<file path="src/rtl/qdma_master_2908_pkg.sv">
// qdma_master_2908_pkg: state encodings, QBUS timing defaults and shared types for the DMA master
package qdma_master_2908_pkg;
  localparam int D_SETTLE = 1, D_ADDR_SETUP = 3, D_ADDR_HOLD = 2, D_DATA_SETUP = 2, D_TIMEOUT = 200;
  localparam int DATA_HOLD = 2;
  localparam logic [3:0] QDM_IDLE = 4'd0, QDM_REQ = 4'd1, QDM_WAITBUS = 4'd2, QDM_ALOAD = 4'd3,
    QDM_ALST = 4'd4, QDM_ASETUP = 4'd5, QDM_AHOLD = 4'd6, QDM_DLOAD = 4'd7, QDM_DLST = 4'd8,
    QDM_DSETUP = 4'd9, QDM_DWAIT = 4'd10, QDM_DHOLD = 4'd11, QDM_RWAIT = 4'd12, QDM_RCAP = 4'd13,
    QDM_END = 4'd14;
  typedef struct packed {
    logic        write;
    logic [21:0] addr;
    logic [15:0] wdata;
  } req_t;
  typedef struct packed {
    logic        tdmr, tsack, tsync, tdin, tdout;
    logic        adal, daltx, dalst, dalbe, twtbt;
    logic        done, nxm;
    logic [21:0] dal;
    logic [15:0] rdata;
  } out_t;
endpackage

</file>
<file path="src/rtl/qdma_master_2908_if.sv">
// qdma_master_2908_if: client request/response, QBUS driver/receiver and qctl_2908 datapath controls
interface qdma_master_2908_if;
  logic        req, req_write;
  logic [21:0] req_addr;
  logic [15:0] req_wdata;
  logic        done, nxm;
  logic [15:0] rdata;
  logic        RDMGI, TDMGO, TDMR, TSACK, TSYNC, TDIN, TDOUT;
  logic        RSYNC, RRPLY, RDMR;
  logic [15:0] RDAL;
  logic        dma_assert_dal, dma_daltx, dma_dalst, dma_dalbe, dma_twtbt;
  logic [21:0] dma_dal;
  modport master (
    input  req, req_write, req_addr, req_wdata, RDMGI, RSYNC, RRPLY, RDMR, RDAL,
    output done, nxm, rdata, TDMGO, TDMR, TSACK, TSYNC, TDIN, TDOUT,
           dma_assert_dal, dma_daltx, dma_dalst, dma_dalbe, dma_twtbt, dma_dal
  );
  modport slave (
    output req, req_write, req_addr, req_wdata, RDMGI, RSYNC, RRPLY, RDMR, RDAL,
    input  done, nxm, rdata, TDMGO, TDMR, TSACK, TSYNC, TDIN, TDOUT,
           dma_assert_dal, dma_daltx, dma_dalst, dma_dalbe, dma_twtbt, dma_dal
  );
endinterface

</file>
<file path="src/rtl/qdma_master_2908_sync.sv">
// qdma_master_2908_sync: N-flop synchronizer for asynchronous QBUS receiver lines
module qdma_master_2908_sync #(
  parameter int W = 1,
  parameter int N = 2
) (
  input  logic         clk,
  input  logic         reset,
  input  logic [W-1:0] d_i,
  output logic [W-1:0] q_o
);
  logic [N-1:0][W-1:0] sh_q;
  always_ff @(posedge clk)
    if (reset) sh_q <= '0;
    else sh_q <= {sh_q[N-2:0], d_i};
  assign q_o = sh_q[N-1];
endmodule

</file>
<file path="src/rtl/qdma_master_2908.sv">
// qdma_master_2908: QBUS DMA bus master sequencing one DATI/DATO per tenure through qctl_2908
module qdma_master_2908
  import qdma_master_2908_pkg::*;
#(
  parameter int SETTLE     = D_SETTLE,
  parameter int ADDR_SETUP = D_ADDR_SETUP,
  parameter int ADDR_HOLD  = D_ADDR_HOLD,
  parameter int DATA_SETUP = D_DATA_SETUP,
  parameter int TIMEOUT    = D_TIMEOUT
) (
  input logic                clk,
  input logic                reset,
  qdma_master_2908_if.master bus
);
  localparam int CW = $clog2(TIMEOUT + 1);
  logic [3:0] s_q, s_d;
  logic [CW-1:0] c_q, c_d;
  req_t r_q, r_d;
  out_t o_q, o_d;
  logic tdmgo_q, sdmg, ssync, srply, last, fin, abort;
  qdma_master_2908_sync #(.W(3), .N(2)) u_sync (
    .clk(clk), .reset(reset),
    .d_i({bus.RDMGI, bus.RSYNC, bus.RRPLY}),
    .q_o({sdmg, ssync, srply})
  );
  // one down-counter times every phase: loading N keeps the state for N clocks
  assign last = c_q <= CW'(1);
  always_comb begin
    s_d = s_q;
    r_d = r_q;
    o_d = o_q;
    o_d.dalst = 1'b0;
    o_d.done = 1'b0;
    o_d.nxm = 1'b0;
    c_d = (c_q != '0) ? c_q - CW'(1) : c_q;
    fin = 1'b0;
    abort = 1'b0;
    case (s_q)
      QDM_IDLE: if (bus.req) begin
        r_d = {bus.req_write, bus.req_addr, bus.req_wdata};
        o_d.tdmr = 1'b1;
        s_d = QDM_REQ;
      end
      QDM_REQ: if (sdmg) begin
        o_d.tdmr = 1'b0;
        o_d.tsack = 1'b1;
        s_d = QDM_WAITBUS;
      end
      QDM_WAITBUS: if (!ssync && !srply) begin
        o_d.adal = 1'b1;
        o_d.daltx = 1'b1;
        o_d.dal = r_q.addr;
        o_d.twtbt = r_q.write;
        c_d = CW'(SETTLE);
        s_d = QDM_ALOAD;
      end
      QDM_ALOAD: if (last) begin
        o_d.dalst = 1'b1;
        s_d = QDM_ALST;
      end
      QDM_ALST: begin
        o_d.dalbe = 1'b1;
        c_d = CW'(ADDR_SETUP);
        s_d = QDM_ASETUP;
      end
      QDM_ASETUP: if (last) begin
        o_d.tsync = 1'b1;
        c_d = CW'(ADDR_HOLD);
        s_d = QDM_AHOLD;
      end
      QDM_AHOLD: if (last) begin
        o_d.dalbe = 1'b0;
        o_d.twtbt = 1'b0;
        o_d.dal = r_q.write ? {6'b0, r_q.wdata} : o_q.dal;
        o_d.daltx = r_q.write;
        o_d.tdin = !r_q.write;
        c_d = r_q.write ? CW'(SETTLE) : CW'(TIMEOUT);
        s_d = r_q.write ? QDM_DLOAD : QDM_RWAIT;
      end
      QDM_DLOAD: if (last) begin
        o_d.dalst = 1'b1;
        s_d = QDM_DLST;
      end
      QDM_DLST: begin
        o_d.dalbe = 1'b1;
        c_d = CW'(DATA_SETUP);
        s_d = QDM_DSETUP;
      end
      QDM_DSETUP: if (last) begin
        o_d.tdout = 1'b1;
        c_d = CW'(TIMEOUT);
        s_d = QDM_DWAIT;
      end
      QDM_DWAIT: if (srply) begin
        o_d.tdout = 1'b0;
        c_d = CW'(DATA_HOLD);
        s_d = QDM_DHOLD;
      end else if (last) begin
        fin = 1'b1;
        abort = 1'b1;
      end
      QDM_DHOLD: if (last) begin
        o_d.dalbe = 1'b0;
        o_d.daltx = 1'b0;
        o_d.adal = 1'b0;
        s_d = QDM_END;
      end
      QDM_RWAIT: if (srply) s_d = QDM_RCAP;
        else if (last) begin
          fin = 1'b1;
          abort = 1'b1;
        end
      QDM_RCAP: begin
        o_d.rdata = bus.RDAL;
        o_d.tdin = 1'b0;
        s_d = QDM_END;
      end
      QDM_END: fin = !srply;
      default: s_d = QDM_IDLE;
    endcase
    // a timeout skips the RRPLY-negate wait and releases everything at once
    if (fin) begin
      o_d = '0;
      o_d.rdata = o_q.rdata;
      o_d.done = 1'b1;
      o_d.nxm = abort;
      s_d = QDM_IDLE;
    end
  end
  always_ff @(posedge clk)
    if (reset) begin
      s_q <= QDM_IDLE;
      c_q <= '0;
      r_q <= '0;
      o_q <= '0;
      tdmgo_q <= 1'b0;
    end else begin
      s_q <= s_d;
      c_q <= c_d;
      r_q <= r_d;
      o_q <= o_d;
      tdmgo_q <= sdmg & (s_q != QDM_REQ);
    end
  assign bus.TDMGO = tdmgo_q;
  assign bus.TDMR = o_q.tdmr;
  assign bus.TSACK = o_q.tsack;
  assign bus.TSYNC = o_q.tsync;
  assign bus.TDIN = o_q.tdin;
  assign bus.TDOUT = o_q.tdout;
  assign bus.dma_assert_dal = o_q.adal;
  assign bus.dma_daltx = o_q.daltx;
  assign bus.dma_dalst = o_q.dalst;
  assign bus.dma_dalbe = o_q.dalbe;
  assign bus.dma_twtbt = o_q.twtbt;
  assign bus.dma_dal = o_q.dal;
  assign bus.done = o_q.done;
  assign bus.nxm = o_q.nxm;
  assign bus.rdata = o_q.rdata;
endmodule

</file>
<file path="src/flat_wrapper.sv">
// flat-port wrapper written by rule: the top's interface ports become plain ports
module qdma_master_2908_flat import qdma_master_2908_pkg::*;
#(
  parameter int SETTLE     = D_SETTLE,
  parameter int ADDR_SETUP = D_ADDR_SETUP,
  parameter int ADDR_HOLD  = D_ADDR_HOLD,
  parameter int DATA_SETUP = D_DATA_SETUP,
  parameter int TIMEOUT    = D_TIMEOUT
)
  (clk, reset, bus_req, bus_req_write, bus_req_addr, bus_req_wdata, bus_RDMGI, bus_RSYNC, bus_RRPLY, bus_RDMR, bus_RDAL, bus_done, bus_nxm, bus_rdata, bus_TDMGO, bus_TDMR, bus_TSACK, bus_TSYNC, bus_TDIN, bus_TDOUT, bus_dma_assert_dal, bus_dma_daltx, bus_dma_dalst, bus_dma_dalbe, bus_dma_twtbt, bus_dma_dal);
  qdma_master_2908_if bus_i ();
  input logic clk;
  input logic reset;
  input wire logic [$bits(bus_i.req)-1:0] bus_req;
  input wire logic [$bits(bus_i.req_write)-1:0] bus_req_write;
  input wire logic [$bits(bus_i.req_addr)-1:0] bus_req_addr;
  input wire logic [$bits(bus_i.req_wdata)-1:0] bus_req_wdata;
  input wire logic [$bits(bus_i.RDMGI)-1:0] bus_RDMGI;
  input wire logic [$bits(bus_i.RSYNC)-1:0] bus_RSYNC;
  input wire logic [$bits(bus_i.RRPLY)-1:0] bus_RRPLY;
  input wire logic [$bits(bus_i.RDMR)-1:0] bus_RDMR;
  input wire logic [$bits(bus_i.RDAL)-1:0] bus_RDAL;
  output wire logic [$bits(bus_i.done)-1:0] bus_done;
  output wire logic [$bits(bus_i.nxm)-1:0] bus_nxm;
  output wire logic [$bits(bus_i.rdata)-1:0] bus_rdata;
  output wire logic [$bits(bus_i.TDMGO)-1:0] bus_TDMGO;
  output wire logic [$bits(bus_i.TDMR)-1:0] bus_TDMR;
  output wire logic [$bits(bus_i.TSACK)-1:0] bus_TSACK;
  output wire logic [$bits(bus_i.TSYNC)-1:0] bus_TSYNC;
  output wire logic [$bits(bus_i.TDIN)-1:0] bus_TDIN;
  output wire logic [$bits(bus_i.TDOUT)-1:0] bus_TDOUT;
  output wire logic [$bits(bus_i.dma_assert_dal)-1:0] bus_dma_assert_dal;
  output wire logic [$bits(bus_i.dma_daltx)-1:0] bus_dma_daltx;
  output wire logic [$bits(bus_i.dma_dalst)-1:0] bus_dma_dalst;
  output wire logic [$bits(bus_i.dma_dalbe)-1:0] bus_dma_dalbe;
  output wire logic [$bits(bus_i.dma_twtbt)-1:0] bus_dma_twtbt;
  output wire logic [$bits(bus_i.dma_dal)-1:0] bus_dma_dal;
  assign bus_i.req = bus_req;
  assign bus_i.req_write = bus_req_write;
  assign bus_i.req_addr = bus_req_addr;
  assign bus_i.req_wdata = bus_req_wdata;
  assign bus_i.RDMGI = bus_RDMGI;
  assign bus_i.RSYNC = bus_RSYNC;
  assign bus_i.RRPLY = bus_RRPLY;
  assign bus_i.RDMR = bus_RDMR;
  assign bus_i.RDAL = bus_RDAL;
  assign bus_done = bus_i.done;
  assign bus_nxm = bus_i.nxm;
  assign bus_rdata = bus_i.rdata;
  assign bus_TDMGO = bus_i.TDMGO;
  assign bus_TDMR = bus_i.TDMR;
  assign bus_TSACK = bus_i.TSACK;
  assign bus_TSYNC = bus_i.TSYNC;
  assign bus_TDIN = bus_i.TDIN;
  assign bus_TDOUT = bus_i.TDOUT;
  assign bus_dma_assert_dal = bus_i.dma_assert_dal;
  assign bus_dma_daltx = bus_i.dma_daltx;
  assign bus_dma_dalst = bus_i.dma_dalst;
  assign bus_dma_dalbe = bus_i.dma_dalbe;
  assign bus_dma_twtbt = bus_i.dma_twtbt;
  assign bus_dma_dal = bus_i.dma_dal;
  qdma_master_2908 #(.SETTLE(SETTLE), .ADDR_SETUP(ADDR_SETUP), .ADDR_HOLD(ADDR_HOLD), .DATA_SETUP(DATA_SETUP), .TIMEOUT(TIMEOUT)) u_core (.clk(clk), .reset(reset), .bus(bus_i));
endmodule
</file>
<file path="config.mk">
export PLATFORM = sky130hd
export DESIGN_NAME = qdma_master_2908_flat
export DESIGN_NICKNAME = d
export VERILOG_FILES = /design/src/rtl/qdma_master_2908_pkg.sv /design/src/rtl/qdma_master_2908_if.sv /design/src/rtl/qdma_master_2908_sync.sv /design/src/rtl/qdma_master_2908.sv /design/src/flat_wrapper.sv
export SDC_FILE = /design/constraint.sdc
export NUM_CORES = 1
export LEC_CHECK = 0
export BUFFER_PORTS_ARGS = -buffer_cell sky130_fd_sc_hd__buf_4
export CORE_ASPECT_RATIO = 1.25
export CORE_MARGIN = 2
export CORE_UTILIZATION = 48
export DETAILED_ROUTE_END_ITERATION = 6
export PLACE_DENSITY = 0.77
export SYNTH_ARGS = -nofsm -noshare
export SYNTH_HDL_FRONTEND = slang
export SYNTH_SLANG_ARGS = --single-unit
</file>
<file path="constraint.sdc">
create_clock -name clk -period 2 [get_ports clk]
set_input_delay 0.4 -clock clk [delete_from_list [all_inputs] [get_ports clk]]
set_output_delay 0.4 -clock clk [all_outputs]
set_load 0.02 [all_outputs]
</file>
==> PnR_summary.wiki <==
{| class="wikitable"
! Metric !! Value
|-
| Result of the run || finished with violations
|-
| Violated checks || setup timing
|-
| Worst hold path startpoint || bus_RRPLY
|-
| Total GRT Usage || a little under a quarter
|-
| Routability congestion estimate from global placement || between 0.9 and 1
|-
| TritonCTS sink count || 108
|-
| Fraction of layout instances using a drive strength above 1 || 30.30%
|-
| Count of standard-cell rows || 39
|-
| Net Switching || 2.777 mW
|-
| Sequential group share of total power || between 30 and 40%
|-
| Post-synthesis area per instance || 8.099 µm²
|-
| Pin count of the biggest net entering global routing || 41
|-
| List of most frequent post-synthesis cells || nand2_1, dfxtp_1, a21oi_1
|-
| Fill cell count || 796
|-
| Slew Limit Headroom || 69.04%
|-
| Library cell with the highest instance count after synthesis || nand2_1
|-
| HPWL after DPL || between 8000 and 9000 µm
|-
| Via count of the first global-routing pass || around 4000
|-
| Static Leakage || ~2.3 nW
|-
| CTS tree || done
|-
| First-pass iteration count of the detailed router || 5
|-
| Share of synthesized cell area in full adder, half adder and majority cells || 0.8058%
|-
| Synth Warn # || 0
|-
| Worst Reg-to-Reg Cells || 8
|-
| Syn Inst Count || 556
|-
| Achievable Freq || 486.1 MHz
|-
| Combinational Power Share || 40.4%
|-
| Initial cell density of the core || 49.35%
|-
| Clock network fraction of design power || 22.1%
|-
| Proportion of synthesized flip-flops having asynchronous set or reset || 0%
|-
| Clock latency on the worst-skew pair || around 0.34 ns
|-
| R2r setup slk || -0.06 ns
|-
| Post-synthesis share of cell area spent on xor and xnor gates || 0.7780%
|-
| Dominant combinational cell family by area after synthesis || simple AND/OR/NAND/NOR gates
|-
| Most area-consuming cells after synthesis || dfxtp_1, nand2_1, a21oi_1
|-
| Vertical die dimension || between 100 and 150 µm
|-
| Horizontal extent of the die || about 91 µm
|-
| Launch point of the critical path || u_core.c_q[0]
|-
| Switching Fraction || 37.35%
|-
| Antenna Diode Count || 0
|-
| Count of pins over their slew limit || 0
|-
| Most used flip-flop cell after synthesis || dfxtp_1
|-
| Hold depth || 2
|-
| TNS Setup || -0.5018 ns
|-
| # H-tree levels || 3
|-
| Period utilisation layout || 102.9%
|-
| Total die area || 10180 µm²
|-
| Worst IR Drop VDD || around 0.00057 V
|-
| Final number of hold-violating endpoints || 0
|-
| Area share of the largest cell type after synthesis || 48.01%
|-
| Mux cell area share after synthesis || 0.6669%
|-
| Final setup violating endpoints || 17
|-
| Dominant cell type by area after synthesis || dfxtp_1
|-
| Hold EP || u_core.u_sync.sh_q[0]
|-
| Critical Setup Path Class || flop to flop
|-
| Initial antenna violation count || 0
|-
| Kind of path behind the tightest hold check || input pin to flop
|-
| Syn Std Cell Area || 4503 µm²
|-
| Critical R2R Capture || u_core.bus.dma_dal[11]
|-
| Arrival time at the worst endpoint || 2.31 ns
|-
| Root cell of the clock tree || clkbuf_16
|-
| Max-cap violation count || 0
|-
| Largest fanout of any net on the critical path || 9
|-
| Layout overhead on the synthesized area || 32.90%
|-
| Data required time of the critical path || approximately 2.3 ns
|-
| Worst clock skew || 0.009806 ns
|-
| Inserted Clock Buffers || 9
|-
| Kind of end point of the critical path || flop
|-
| Crit path setup slack, layout || -0.05731 ns
|-
| Routed length per placed instance || about 15 µm
|-
| Count of flip-flops with a built-in enable after synthesis || 0
|-
| Transition at the pin with the smallest max-transition slack || 0.4641 ns
|-
| Register clock-pin slew on the reported worst setup and hold paths || around 0.070 ns
|-
| Pwr dens || 1242 nW/µm²
|-
| Number of nets produced by synthesis || 620
|-
| P_int || 4.658 mW
|-
| Routed via count || 4264
|-
| Hold buffer count at cts || 0
|-
| Count of cell types in the netlist || 51
|-
| Crit path time final || 2.057 ns
|-
| Startpoint type of the worst setup path || flop
|-
| First-pass GRT wire length || a little under 20000 µm
|-
| RSZ-0062 raised after global routing || true
|-
| Routed vias/inst || 5.377
|-
| Routed wire length || 12010 µm
|-
| DR iter-0 viols || ~340
|-
| Origin of the critical flop-to-flop path || u_core.c_q[0]
|-
| Remaining routing DRC violations || 0
|-
| Post-Synth Simple-Gate Area || 24.56%
|-
| Final Net Count || 729
|-
| Placeable core area || 9125 µm²
|-
| Top-level I/O count || 113
|-
| Number of antenna-violating nets in the routed design || 0
|-
| Maximum number of buffers from clock root to sink || 2
|-
| Flip-flop and latch count after synthesis || between 100 and 150
|-
| Compound-gate portion of the synthesized area || between 10% and 20%
|-
| # port buffers || 111
|-
| Hold Slack || 0.2718 ns
|-
| Overflow left after global routing || 0
|-
| Sequential area share after synthesis || approximately 48%
|}
## layout by cell type, fill, tap and decap left out, drive strengths merged, types with 2 or more instances in the layout
cell / instances
nand2: 159
buf: 142
dfxtp: 108
a21oi: 81
nor2: 38
a311oi: 17
nand3: 15
nor2b: 12
o21ai: 11
clkbuf: 11
inv: 7
nor3: 5
o31ai: 4
and3: 4
nand2b: 4
clkinv: 4
mux2i: 3
a22oi: 3
xnor2: 3
a31oi: 3
a221o: 3
nor4: 3
o211a: 2
nor3b: 2
o211ai: 2
or3: 2
clkinvlp: 2
ha: 2
## routing by layer
layer  wire length, µm  track usage (%)  part of all wire (%)
met5                 0                0                     0
met4               351            11.28                   2.9
met3               620            3.490                   5.2
met2              5946            39.25                    50
met1              5093            29.40                    42
## kinds of logic after synthesis
family          count (synthesis)
compound gates                134
xor+xnor                        4
fa+ha+maj                       3
buf+inv                        52
flops                         108
mux                             3
simple gates                  252
## worst max-delay path by stage
stage / depth (start not counted) / slack, ns / endpoint
after floorplan: 9 / -0.02 / u_core.bus.dma_dal[10]
after global placement: 8 / 0.01 / u_core.bus.dma_dal[3]
after detailed placement: 8 / -0.08 / u_core.bus.dma_dal[0]
after CTS: 8 / -0.04 / u_core.bus.dma_assert_dal
after global routing: 8 / -0.13 / u_core.bus.dma_assert_dal
final: 8 / -0.06 / u_core.bus.dma_dal[11]
## through the flow
stage / power [mW] / util [%] / instances / instance area [µm²] / setup WS [ns]
CTS: 7.337 / 64.54 / 792 / 5889 / -0.03705
global placement: 5.558 / 60.78 / 774 / 5547 / 0.01022
finish: 7.435 / 65.58 / 793 / 5984 / -0.05731
global route: 7.852 / 65.58 / 793 / 5984 / -0.1276
floorplan: 4.637 / - / 556 / 4522 / -0.01754
detailed placement: 5.646 / 60.78 / 774 / 5547 / -0.08341
## power groups by stage
| stage | Sequential (mW) | Clock (mW) | Combinational [mW] |
|---|---|---|---|
| after global routing | 2.83 | 1.76 | 3.27 |
| after CTS | 2.77 | 1.68 | 2.89 |
| after detailed placement | 2.81 | 0 | 2.83 |
| after floorplan | 2.89 | 0 | 1.75 |
| after global placement | 2.79 | 0 | 2.76 |
| final | 2.78 | 1.65 | 3.01 |
## timing repair
| action | in CTS | in global routing |
|---|---|---|
| gates resized for setup | 7 | 16 |
| hold endpoints to repair | 0 | 0 |
| setup endpoints to repair | 18 | 36 |
| pin swaps | 1 | 1 |
| buffers inserted | 1 | 0 |
| gates cloned | 1 | 1 |
## registers in the layout (all words and copies together), names as in the netlist, 3 cells and up
| signal | cells |
|---|---|
| u_core.bus.dma_dal | 22 |
| u_core.bus.rdata | 16 |
| u_core.u_sync.q_o | 3 |
| u_core.u_sync.sh_q | 3 |
| u_core.r_q | 39 |
| u_core.c_q | 8 |
| u_core.s_q | 4 |
## area by class of cell
class / count / area [µm²] / share of cell area (%)
Clock buffer: 10 / 229.0 / 3.826
Clock inverter: 6 / 48.80 / 0.8154
Inverter: 7 / 26.28 / 0.4391
Multi-Input combinational cell: 396 / 2213 / 36.99
Sequential cell: 108 / 2165 / 36.17
Tap cell: 123 / 153.9 / 2.572
Timing Repair Buffer: 143 / 1149 / 19.19
## critical path: stages (launching register included)
cell      delay (ns)
dfxtp_2         0.35
inv_2           0.05
ha_4            0.15
or2_4           0.25
and3_4          0.18
maj3_2          0.31
a41o_4          0.30
buf_12          0.16
a311oi_2        0.20
No activity file was read; power rests on OpenSTA's default activity.
